## config.mk

```make
export PLATFORM = sky130hd
export DESIGN_NAME = mod_updown_counter
export DESIGN_NICKNAME = d
export VERILOG_FILES = /design/src/rtl/mod_updown_counter_pkg.sv /design/src/rtl/mod_counter_next.sv /design/src/rtl/mod_updown_counter.sv
export SDC_FILE = /design/constraint.sdc
export NUM_CORES = 1
export LEC_CHECK = 0
export ABC_AREA = 1
export CAP_MARGIN = 5
export CELL_PAD_IN_SITES_DETAIL_PLACEMENT = 1
export CELL_PAD_IN_SITES_GLOBAL_PLACEMENT = 1
export CORE_MARGIN = 1.5
export CORE_UTILIZATION = 37
export DETAILED_ROUTE_END_ITERATION = 10
export PLACE_DENSITY_LB_ADDON = 0.1
export SLEW_MARGIN = 20
export SYNTH_ARGS = -nofsm -noshare
export SYNTH_HDL_FRONTEND = slang
export SYNTH_SLANG_ARGS = --single-unit
export TNS_END_PERCENT = 50
```

## constraint.sdc

```tcl
create_clock -name clk -period 3.5 [get_ports clk]
set_input_delay 0.35 -clock clk [delete_from_list [all_inputs] [get_ports clk]]
set_output_delay 0.35 -clock clk [all_outputs]
set_load 0.03 [all_outputs]
```

## src/rtl/mod_updown_counter_pkg.sv

```systemverilog
// Shared types for the modulo-N up/down counter: per-edge operation select and its priority decode.
package mod_updown_counter_pkg;

  typedef enum logic [1:0] {
    OP_HOLD = 2'd0,
    OP_STEP = 2'd1,
    OP_LOAD = 2'd2,
    OP_CLR  = 2'd3
  } op_e;

  // Priority is clr > load > en > hold.
  function automatic op_e decode_op(input logic clr, input logic load, input logic en);
    if (clr)       return OP_CLR;
    else if (load) return OP_LOAD;
    else if (en)   return OP_STEP;
    else           return OP_HOLD;
  endfunction

endpackage

```

## src/rtl/mod_counter_next.sv

```systemverilog
// Combinational next-state and terminal-count logic for the modulo-N up/down counter.
module mod_counter_next
  import mod_updown_counter_pkg::*;
#(
  parameter int WIDTH  = 4,
  parameter int MODULO = 8,
  parameter int INIT   = 0
) (
  input  logic [WIDTH-1:0] out,
  input  logic             up,
  input  logic             en,
  input  logic             clr,
  input  logic             load,
  input  logic [WIDTH-1:0] load_val,
  output logic [WIDTH-1:0] next_out,
  output logic             tc
);

  // One extra bit so MODULO == 2**WIDTH still decodes LAST and the load clamp correctly.
  localparam logic [WIDTH:0] LAST = (WIDTH+1)'(MODULO - 1);
  localparam logic [WIDTH:0] ONE  = (WIDTH+1)'(1);

  logic [WIDTH:0] out_ext;
  logic [WIDTH:0] load_ext;
  logic           at_last;
  logic           at_zero;
  op_e            op;

  assign out_ext  = {1'b0, out};
  assign load_ext = {1'b0, load_val};
  assign at_last  = (out_ext == LAST);
  assign at_zero  = (out_ext == '0);
  assign op       = decode_op(clr, load, en);

  always_comb begin
    next_out = out;
    tc       = 1'b0;
    unique case (op)
      OP_CLR:  next_out = WIDTH'(INIT);
      OP_LOAD: next_out = (load_ext > LAST) ? LAST[WIDTH-1:0] : load_val;
      OP_STEP: begin
        tc = up ? at_last : at_zero;
        if (up)
          next_out = at_last ? '0 : WIDTH'(out_ext + ONE);
        else
          next_out = at_zero ? LAST[WIDTH-1:0] : WIDTH'(out_ext - ONE);
      end
      default: next_out = out;
    endcase
  end

endmodule

```

## src/rtl/mod_updown_counter.sv

```systemverilog
// Modulo-N up/down counter with clear, clamped load, terminal-count lookahead,
// registered wrap pulse and saturating wrap counter.
module mod_updown_counter
  import mod_updown_counter_pkg::*;
#(
  parameter int WIDTH  = 4,
  parameter int MODULO = 8,
  parameter int INIT   = 0,
  parameter int WCNT_W = 8
) (
  input  logic              clk,
  input  logic              rst_n,
  input  logic              en,
  input  logic              up,
  input  logic              clr,
  input  logic              load,
  input  logic [WIDTH-1:0]  load_val,
  output logic [WIDTH-1:0]  out,
  output logic              tc,
  output logic              wrap,
  output logic [WCNT_W-1:0] wrap_cnt
);

  if (WIDTH < 1 || WIDTH > 16 || MODULO < 2 || MODULO > (1 << WIDTH) ||
      INIT < 0 || INIT >= MODULO || WCNT_W < 1) begin : g_bad_params
    $error("mod_updown_counter: illegal WIDTH/MODULO/INIT/WCNT_W combination");
  end

  logic [WIDTH-1:0]  out_reg;
  logic [WIDTH-1:0]  out_next;
  logic              wrap_reg;
  logic [WCNT_W-1:0] wrap_cnt_reg;
  logic              is_clr;

  mod_counter_next #(
    .WIDTH  (WIDTH),
    .MODULO (MODULO),
    .INIT   (INIT)
  ) u_next (
    .out      (out_reg),
    .up       (up),
    .en       (en),
    .clr      (clr),
    .load     (load),
    .load_val (load_val),
    .next_out (out_next),
    .tc       (tc)
  );

  assign is_clr = (decode_op(clr, load, en) == OP_CLR);

  always_ff @(posedge clk or negedge rst_n) begin
    if (!rst_n) begin
      out_reg      <= WIDTH'(INIT);
      wrap_reg     <= 1'b0;
      wrap_cnt_reg <= '0;
    end else begin
      out_reg  <= out_next;
      wrap_reg <= tc;
      // Saturate instead of rolling over so a long run never reads as "few wraps".
      if (is_clr)
        wrap_cnt_reg <= '0;
      else if (tc && (wrap_cnt_reg != '1))
        wrap_cnt_reg <= wrap_cnt_reg + 1'b1;
    end
  end

  assign out      = out_reg;
  assign wrap     = wrap_reg;
  assign wrap_cnt = wrap_cnt_reg;

endmodule

```

==> metrics.cfg <==
[run_status]
status = completed

[sta]
setup_viol = 0
relSlewSlack_pct = 57.0
period_needed_ns = 2.57
fmax_mhz = 389
hold_viol = 0
rsz0062_at_grt = no
slew_viol_final = 0
finalSetupTns_ns = 0
post-route-period-util_pct = 73.5
hold_ws_ns = 0.454
fin_skew_ns = 0.0130
worst_slew_pin_slew_ns = 0.644

[final_layout]
fill_cells = 355
largest_reg_flops = 8
antennaDiodeCount = 0
register_area_um2 = 325
multi_input_area_um2 = 647
area_growth_pct = 27.6
finish.utilization_pct = 49.3
nets = 191
final_layout_size_suffix_gt1_share_pct = 11.6

[power_and_ir_drop]
pwr_density_cell_nw_per_um2 = 316
irDropWorstVdd_uv = 264
leakage_nw = 0.605

[worst_setup_path]
worst_ep_required_time_ns = 3.15
rr_endpoint = wrap_cnt[6]$_DFFE_PN0P_
crit_fanout = 3
cpMostUsedCell = inv_1
crit_arrival_ns = 2.22
rrSetupSlack_ns = 1.89
reg2reg_depth = 8
crit_buf_inv = 5
cp_slowest_cell = clkdlybuf4s50_1
cpPeakStageDelay_ns = 0.59
start_kind = input port
rr_startpoint = out[0]$_DFFE_PN0P_
crit_path_end_kind = primary output
critPathKind = in2out
crit_chain = clkdlybuf4s50_1, inv_1, a21oi_1, inv_1, ha_1, inv_1, a21oi_1, clkdlybuf4s50_1
cp_top_family = buffers and inverters

[cts]
clk_latency_ns = 0.28
numCtsBuffers = 3
cts_buffer_depth = 2
clkTransAtPathRegs_ns = 0.09
cts_resized = 0
cts-root-buf = clkbuf_4
tritoncts = done
ctsHoldBuffers = 0
cts_num_sinks = 13
htreeDepth = 1
post_cts_buffers = 0

[route]
vias_per_cell = 4.99
detail-route-antenna-nets = 0
drc = 0
wl_per_cell_um = 13.2
drt_iter0_drc = 40
first_pass_iters = 4
vias = 1017
wirelength_um = 2690

[synthesis]
syn_nets = 164
netlist_top_cells_count = nand2_1 (40), nor2_1 (18), inv_1 (16), nand3_1 (16), dfrtp_1 (13)
async_flop_share_pct = 100
synth-seq-area-share_pct = 31.1
ys_types = 24
synth_cells = 147
ys_warn_count = 0
yosysTopAreaCell = dfrtp_1
yosys.cell_count.top_type = nand2_1
synth_top_area_share_pct = 31.1
ys_top_cells_by_area = dfrtp_1 (31%), nand2_1 (14%), ha_1 (8.4%)
synth-edff-count = 0
synth_area_um2 = 1050
avgSynthCellArea_um2 = 7.12
ys_ff_latch = 13
postSynth.topFlopCell = dfrtp_1

[global_routing]
grt_util_met2_pct = 35.3
gr-total-overflow = 0
grt_antenna_before_repair = 0
grt_usage_pct = 19.8
grt_max_degree = 14
grt_pass1_wl_um = 4930
use_met3_pct = 2.79
globalRoute.busiestLayer = met2
use_met1_pct = 24.0
grt_pass1_vias = 1081

[place]
portBuffers = 23
routabilityCongestion = 0.834
detailed_place_hpwl_um = 2110

[job]
maxCapViolations = 0

[floorplan]
die_w_um = 56.2
rows = 19
die_h_um = 56.2
die-area_um2 = 3160
ios = 24
core_area_um2 = 2710
initial_core_util_pct = 38.6

[min_path]
holdCritPathClass = in2async

[routing by layer]
metal  vias to the layer above  wire length, um
met5                         -                0
met4                         0               18
met3                         2               81
met2                        15             1420
met1                       483             1170
li1                        517                -
[how the worst max path moves through the flow]
stage          slack [ns]  endpoint  depth (start not counted)               start
2_1_floorplan        1.62        tc                          4  out[0]$_DFFE_PN0P_
3_3_place_gp         0.98        tc                          7                 clr
3_5_place_dp         0.91        tc                          8                load
4_1_cts              0.91        tc                          8                load
5_1_grt              0.81        tc                          8                load
6_report             0.93        tc                          8                load
[placed cells by master (no fill, tap or decap), types with 4 or more instances in the layout]
cell type / instances
a21oi_1: 4
nand2_2: 10
inv_1: 16
dfrtp_1: 13
nand2_1: 40
nand3_1: 16
clkdlybuf4s50_1: 23
nor2_1: 18
ha_1: 7
[metrics by stage]
step	std cells	area, um2	total power [mW]	worst slack (ns)
CTS	204	1340	0.428	0.905
global route	204	1340	0.454	0.813
finish	204	1340	0.422	0.927
detailed placement	200	1310	0.330	0.910
global placement	200	1310	0.326	0.980
floorplan	147	1050	0.273	1.62
[power breakdown]
group	total, mW	internal [mW]	switching (mW)
Sequential	0.181	0.161	0.0200
Combinational	0.145	0.0595	0.0859
Clock	0.0955	0.0424	0.0532
Total	0.422	0.263	0.159
[kinds of logic after synthesis]
family | count (synthesis) | synth area share (%)
compound gates | 14 | 9.08
flops | 13 | 31.1
buf+inv | 19 | 7.17
fa+ha+maj | 7 | 8.36
xor+xnor | 4 | 3.35
simple gates | 90 | 41.0
[cell type report]
| type | count | share of cell area, % |
|---|---|---|
| Multi-Input combinational cell | 115 | 48.4 |
| Sequential cell | 13 | 24.3 |
| Timing Repair Buffer | 23 | 17.2 |
| Inverter | 18 | 5.06 |
| Tap cell | 31 | 2.90 |
| Clock buffer | 3 | 1.69 |
| Clock inverter | 1 | 0.375 |
No activity file was read; power rests on OpenSTA's default activity.
